File: config.mk
export PLATFORM = sky130hd
export DESIGN_NAME = prbs_checker_16
export DESIGN_NICKNAME = d
export VERILOG_FILES = /design/src/rtl/prbs_checker_16_pkg.sv /design/src/rtl/prbs_checker_16_err_counter.sv /design/src/rtl/prbs_checker_16.sv
export SDC_FILE = /design/constraint.sdc
export NUM_CORES = 1
export LEC_CHECK = 0
export CORE_MARGIN = 8
export CORE_UTILIZATION = 48
export DETAILED_ROUTE_END_ITERATION = 8
export GPL_TIMING_DRIVEN = 0
export PLACE_DENSITY = 0.76
export SETUP_SLACK_MARGIN = 0.4
export SLEW_MARGIN = 20
export SYNTH_ARGS = -nofsm -noshare
export SYNTH_HDL_FRONTEND = slang
export SYNTH_SLANG_ARGS = --single-unit
File: constraint.sdc
create_clock -name clk -period 2.3 [get_ports clk]
set_input_delay 0.46 -clock clk [delete_from_list [all_inputs] [get_ports clk]]
set_output_delay 0.46 -clock clk [all_outputs]
set_load 0.005 [all_outputs]
File: src/rtl/prbs_checker_16_pkg.sv
// -----------------------------------------------------------------------------
// prbs_checker_16_pkg
// Items shared by the PRBS-16 generator and checker: the LFSR width, the tap
// mask for x^16 + x^14 + x^13 + x^11 + 1, the one-step next-word function,
// and the checker state encoding.
// -----------------------------------------------------------------------------
package prbs_checker_16_pkg;

    localparam int          LFSR_W    = 16;
    // Taps sit on bits 15, 13, 12 and 10.
    localparam logic [15:0] LFSR_TAPS = 16'hB400;

    typedef enum logic [1:0] {
        SEARCH = 2'd0,
        CHECK  = 2'd1,
        LOCKED = 2'd2
    } state_t;

    // One Fibonacci shift: the XOR of the tapped bits enters at bit 0.
    function automatic logic [LFSR_W-1:0] lfsr16_next(input logic [LFSR_W-1:0] w);
        return {w[LFSR_W-2:0], ^(w & LFSR_TAPS)};
    endfunction

endpackage

File: src/rtl/prbs_checker_16_err_counter.sv
// -----------------------------------------------------------------------------
// prbs_err_counter
// Status counters for the PRBS checker.
//   clk, reset        : clock, asynchronous active-high reset
//   i_clear           : synchronous clear; wins over a same-cycle increment
//   i_word_inc        : count one checked word (wrapping, 32 bits)
//   i_err_inc         : count one mismatch (saturating, ERR_W bits)
//   o_err_count       : mismatch count
//   o_word_count      : checked-word count
// -----------------------------------------------------------------------------
module prbs_err_counter #(
    parameter int ERR_W = 16
) (
    input  logic             clk,
    input  logic             reset,
    input  logic             i_clear,
    input  logic             i_word_inc,
    input  logic             i_err_inc,
    output logic [ERR_W-1:0] o_err_count,
    output logic [31:0]      o_word_count
);

    logic [ERR_W-1:0] r_err_count;
    logic [31:0]      r_word_count;

    // NOTE: state is written with non-blocking assignments so every register
    // samples the values from before the edge, independent of statement order.
    always_ff @(posedge clk or posedge reset) begin
        if (reset) begin
            r_err_count  <= '0;
            r_word_count <= '0;
        end else if (i_clear) begin
            r_err_count  <= '0;
            r_word_count <= '0;
        end else begin
            if (i_word_inc) begin
                r_word_count <= r_word_count + 32'd1;
            end
            // Hold at all-ones rather than wrap back to a misleading small value.
            if (i_err_inc && (r_err_count != {ERR_W{1'b1}})) begin
                r_err_count <= r_err_count + 1'b1;
            end
        end
    end

    assign o_err_count  = r_err_count;
    assign o_word_count = r_word_count;

endmodule

File: src/rtl/prbs_checker_16.sv
// -----------------------------------------------------------------------------
// prbs_checker_16
// Self-synchronising checker for the PRBS-16 word stream. Seeds its prediction
// from the first non-zero word, locks after LOCK_CNT consecutive correct
// predictions, then free-runs its own prediction and flags each deviation.
//   clk, reset   : clock, asynchronous active-high reset
//   data_valid   : data_in holds a new word this cycle
//   data_in      : received LFSR word
//   clear_cnt    : synchronous clear of err_count / word_count
//   locked       : checker is in LOCKED
//   error_pulse  : previous valid word mismatched while LOCKED
//   err_count    : saturating mismatch count while LOCKED
//   word_count   : wrapping count of words checked while LOCKED
// -----------------------------------------------------------------------------
module prbs_checker_16
    import prbs_checker_16_pkg::*;
#(
    parameter int LOCK_CNT   = 4,
    parameter int UNLOCK_CNT = 4,
    parameter int ERR_W      = 16
) (
    input  logic              clk,
    input  logic              reset,
    input  logic              data_valid,
    input  logic [LFSR_W-1:0] data_in,
    input  logic              clear_cnt,
    output logic              locked,
    output logic              error_pulse,
    output logic [ERR_W-1:0]  err_count,
    output logic [31:0]       word_count
);

    localparam logic [3:0] LOCK_TGT   = 4'(LOCK_CNT);
    localparam logic [3:0] UNLOCK_TGT = 4'(UNLOCK_CNT);

    state_t            r_state;
    logic [LFSR_W-1:0] r_expected;
    logic [3:0]        r_match_cnt;
    logic [3:0]        r_bad_cnt;
    logic              r_locked;
    logic              r_error_pulse;

    state_t            w_state_nxt;
    logic [LFSR_W-1:0] w_expected_nxt;
    logic [3:0]        w_match_nxt;
    logic [3:0]        w_bad_nxt;
    logic              w_error_nxt;
    logic              w_word_inc;
    logic              w_err_inc;
    logic              w_is_match;
    logic              w_is_zero;

    assign w_is_match = (data_in == r_expected);
    assign w_is_zero  = (data_in == '0);

    // NOTE: every output of this block gets a default first, so no path can
    // leave a signal unassigned and infer a latch.
    always_comb begin
        w_state_nxt    = r_state;
        w_expected_nxt = r_expected;
        w_match_nxt    = r_match_cnt;
        w_bad_nxt      = r_bad_cnt;
        w_error_nxt    = 1'b0;
        w_word_inc     = 1'b0;
        w_err_inc      = 1'b0;

        if (data_valid) begin
            unique case (r_state)
                SEARCH: begin
                    // The all-zero word is the LFSR lock-up state and can never
                    // seed a valid prediction.
                    if (!w_is_zero) begin
                        w_expected_nxt = lfsr16_next(data_in);
                        w_match_nxt    = '0;
                        w_state_nxt    = CHECK;
                    end
                end
                CHECK: begin
                    if (w_is_match) begin
                        w_match_nxt    = r_match_cnt + 4'd1;
                        w_expected_nxt = lfsr16_next(r_expected);
                        if (r_match_cnt + 4'd1 == LOCK_TGT) begin
                            w_state_nxt = LOCKED;
                            w_bad_nxt   = '0;
                        end
                    end else if (w_is_zero) begin
                        w_match_nxt = '0;
                        w_state_nxt = SEARCH;
                    end else begin
                        w_expected_nxt = lfsr16_next(data_in);
                        w_match_nxt    = '0;
                    end
                end
                LOCKED: begin
                    // Flywheel: once locked the prediction never reseeds from
                    // the data, so a corrupted word costs exactly one error.
                    w_expected_nxt = lfsr16_next(r_expected);
                    w_word_inc     = 1'b1;
                    if (w_is_match) begin
                        w_bad_nxt = '0;
                    end else begin
                        w_error_nxt = 1'b1;
                        w_err_inc   = 1'b1;
                        w_bad_nxt   = r_bad_cnt + 4'd1;
                        if (r_bad_cnt + 4'd1 == UNLOCK_TGT) begin
                            w_state_nxt = SEARCH;
                        end
                    end
                end
                default: w_state_nxt = SEARCH;
            endcase
        end
    end

    always_ff @(posedge clk or posedge reset) begin
        if (reset) begin
            r_state       <= SEARCH;
            r_expected    <= '0;
            r_match_cnt   <= '0;
            r_bad_cnt     <= '0;
            r_locked      <= 1'b0;
            r_error_pulse <= 1'b0;
        end else begin
            r_state       <= w_state_nxt;
            r_expected    <= w_expected_nxt;
            r_match_cnt   <= w_match_nxt;
            r_bad_cnt     <= w_bad_nxt;
            r_locked      <= (w_state_nxt == LOCKED);
            r_error_pulse <= w_error_nxt;
        end
    end

    prbs_err_counter #(
        .ERR_W (ERR_W)
    ) u_err_counter (
        .clk          (clk),
        .reset        (reset),
        .i_clear      (clear_cnt),
        .i_word_inc   (w_word_inc),
        .i_err_inc    (w_err_inc),
        .o_err_count  (err_count),
        .o_word_count (word_count)
    );

    assign locked      = r_locked;
    assign error_pulse = r_error_pulse;

endmodule

==> summary.txt <==
Die
  – Starting Density: 0.4897
  – Die X: ~110 um
  – Num rows: 34
  – IO Pins: 70
  – Die area: 12,020 um^2
  – CORE AREA: 8593 um^2
  – Die Y: 109.6 um

Pwr
  – Pleak: between 2 and 2.5 nW
  – Reg power frac: 0.474
  – Sw frac: 0.3117
  – Power, Total: approximately 3.2 mW
  – Maximum VDD drop: between 300 and 400 uV
  – Switch Pwr: between 0.9 and 1 mW
  – PD cells: about 500 nW/um^2
  – Combinational power share: 0.235
  – Power share of the clock group: 0.291
  – Int Pwr: between 2 and 2.5 mW

Clocking
  – CTS tree: built
  – Hold_buf cts: 0
  – Clk sinks: 76
  – Clk Latency, worst-skew pair: around 360 ps
  – Number of buffers created by CTS: 9
  – Root buf cell: clkbuf_8
  – Maximum root-to-sink buffer count: 2
  – H-Tree Depth: 3
  – Clk pin slew, worst setup/hold paths: approximately 90 ps

GRT
  – Largest net degree at the start of global routing: 35
  – First-pass GRT wire length: between 15,000 and 20,000 um
  – Initial antenna violation count: 0
  – GRT Util Overall: 0.1957
  – GR peak layer: met2
  – GRT met2 Usage: 0.3338
  – Total grt overflow: 0
  – Vias in the first global route: around 4,000
  – Met3 GRT Util: 0.03693
  – GRT met1 Usage: 0.2423

Drt
  – Final ANT Viol Nets: 0
  – Pre-Repair DR Iteration Count: 5
  – Drt drc: 0
  – Via count: about 3,900
  – Iter 0 DRT Violations: roughly 140
  – DR vias/cell: between 5 and 6
  – Final wirelength: roughly 12,000 um
  – DR WL/cell: 17.86 um

Critical path
  – CP Class: reg2reg
  – Critical path's slowest cell: nor4_1
  – CP endpoint kind: register
  – Worst Path Required: 2530 ps
  – Cell chain of the critical path: xor2_1, nor4_1, nand4_1, a21boi_2, o21ai_4, buf_12, a221o_1
  – CP Max Fanout: 5
  – CP Depth: 7
  – Arrival @ worst endpoint: 2570 ps
  – CP startpoint: r_expected[9]$_DFFE_PP0P_
  – Crit path launch type: register
  – Critical path's top delay family: compound AO/OA/AOI/OAI gates
  – R2r startpoint: r_expected[9]$_DFFE_PP0P_
  – Buf/Inv on CP: 1
  – R2R Setup Slk: -40 ps
  – CP peak stage delay: 420 ps
  – Reg2Reg Depth: 7

Cells and area
  – Post-Layout Cell Count: 679
  – Nets: a little under 600
  – Ant diodes: 0
  – Fillers: 614
  – Share of cells above drive strength 1: 0.2767
  – Area growth syn-to-layout: 45.76%

STA
  – Fmax: approximately 430 MHz
  – Hold Fails Final Rpt: 0
  – Slew margin rel.: 0.4162
  – Hold WS: between 400 and 500 ps
  – Final Slew Violations: 0
  – RSZ-0062 raised after global routing: yes
  – Setup Viol. Count Final: 17
  – Final period util: 1.016
  – Final setup margin: -36.54 ps
  – Worst Tran Pin Value: 867.7 ps
  – Fin crit period: around 2300 ps
  – Fin Clk Skew: between 10 and 15 ps

Place
  – # port buffers: slightly below 70
  – Routability congestion estimate: 0.8579
  – Pre-CTS setup slack: -783.6 ps
  – Hpwl dp: 7453 um
  – Post-Place Cells: 618

Yosys
  – Yosys reg bits: 76
  – Most common cell in the netlist: dfrtp_1
  – Top cells by count, synth: 76 x dfrtp_1, 48 x nor2_1, 36 x nand2_1, 35 x xor2_1, 20 x xnor2_1
  – Ys flop type: dfrtp_1
  – Mapped Cells: 440
  – Cell area after synthesis: 4208 um^2
  – Sequential area share after synthesis: 0.4520
  – Distinct cell type count after synthesis: 46
  – Syn Nets: between 400 and 500
  – Leading post-synthesis cells by cell area: dfrtp_1 45%, xor2_1 7.3%, nor2_1 4.3%
  – Synth top area share: 0.4520
  – Synth area leader: dfrtp_1
  – Yosys Warn Count: 0
  – EDFF count, synth: 0
  – Ys async rst share: 1.000
  – Average size of a mapped cell: about 9.6 um^2

Status
  – Status: complete, but fails checks
  – Failing checks: setup timing

Flow run
  – Maxcap violations: 0

Worst hold path
  – Hold Crit Class: in2async
-- registers in the layout, indices dropped and copies added (netlist names) --
| signal | flops |
|---|---|
| u_err_counter.o_err_count | 16 |
| error_pulse | 1 |
| r_state | 2 |
| r_match_cnt | 4 |
| r_expected | 16 |
| locked | 1 |
| r_bad_cnt | 4 |
| u_err_counter.o_word_count | 32 |
-- per-layer routing --
layer  part of all wire  wire length, um
met1               0.41             4967
met2               0.51             6224
met3              0.066              797
met4              0.011              134
met5                  0                0
-- final timing paths --
| check | endpoint |
|---|---|
| min | error_pulse$_DFF_PP0_ |
| min reg2reg | r_match_cnt[2]$_DFFE_PP0P_ |
| max | r_expected[14]$_DFFE_PP0P_ |
| max reg2reg | r_expected[14]$_DFFE_PP0P_ |
| min in group clk | r_state[1]$_DFF_PP0_ |
| max in group asynchronous | u_err_counter.o_word_count[12]$_DFFE_PP0P_ |
-- stage by stage --
step	cell area, um^2	util	TNS (ps)
6_report	6133	0.7137	-422.9
5_1_grt	6133	0.7137	-1175
4_1_cts	5822	0.6775	0
3_5_place_dp	5149	0.5992	-22770
3_3_place_gp	5109	0.5945	-20780
2_1_floorplan	4293	-	0
-- power groups by stage --
stage / Combinational [mW] / Sequential (mW) / Clock (mW)
detailed placement: 0.545 / 1.53 / 0
floorplan: 0.406 / 1.51 / 0
finish: 0.742 / 1.50 / 0.918
global route: 0.802 / 1.51 / 0.986
CTS: 0.675 / 1.49 / 0.933
global placement: 0.525 / 1.53 / 0
-- logic make-up (layout without fill, tap and decap cells) --
group | count (synthesis) | count (layout) | synth area share
flip-flops | 76 | 76 | 0.4520
AO/OA/AOI/OAI | 67 | 67 | 0.1115
adder cells (fa/ha/maj) | 11 | 11 | 0.03271
XOR/XNOR | 55 | 55 | 0.1145
multiplexers | 4 | 4 | 0.009813
AND/OR/NAND/NOR | 193 | 194 | 0.2438
buffers and inverters | 34 | 164 | 0.03568
-- worst register-to-register path: cells and delay by family, from the launching register on --
kind            cells  cell delay, ps
simple gates        2             720
flops               1             410
xor+xnor            1             180
compound gates      3             750
buf+inv             1             150
-- final cells by class --
cell class | instances | area, um^2 | area share
Clock buffer | 11 | 131.4 | 0.02142
Multi-Input combinational cell | 331 | 2623 | 0.4276
Buffer | 15 | 127.6 | 0.02081
Timing Repair Buffer | 114 | 1097 | 0.1789
Inverter | 19 | 75.07 | 0.01224
Sequential cell | 76 | 1906 | 0.3107
Tap cell | 108 | 135.1 | 0.02203
Clock inverter | 5 | 38.79 | 0.006324
-- layout by cell type, fill, tap and decap left out, types with 5 or more instances in the layout --
cell / synthesis / routed
inv_1: 19 / 17
clkbuf_8: 0 / 9
nand2_1: 36 / 30
a221o_1: 16 / 16
a21oi_1: 14 / 6
or4_4: 1 / 5
nor3_1: 7 / 5
nor4_1: 8 / 5
clkdlybuf4s50_1: 0 / 51
ha_1: 11 / 9
xor2_1: 35 / 31
clkbuf_1: 7 / 6
nand2_2: 0 / 5
nor2_1: 48 / 37
nand4_1: 16 / 16
nor2_4: 0 / 10
dfrtp_1: 76 / 73
or3_4: 0 / 7
nor3b_1: 16 / 12
o21ai_0: 16 / 10
buf_4: 0 / 29
nand3_1: 18 / 15
or3_1: 13 / 6
xnor2_1: 20 / 16
a21oi_2: 1 / 8
and3_1: 7 / 7
buf_6: 2 / 16
dlygate4sd2_1: 0 / 15
-- what timing repair did --
item                       CTS  global route
resized for setup           71            67
setup endpoints to repair   67            68
gates cloned                 3             0
pin swaps                   48            30
setup buffers               36             6
No activity file was read; power rests on OpenSTA's default activity.
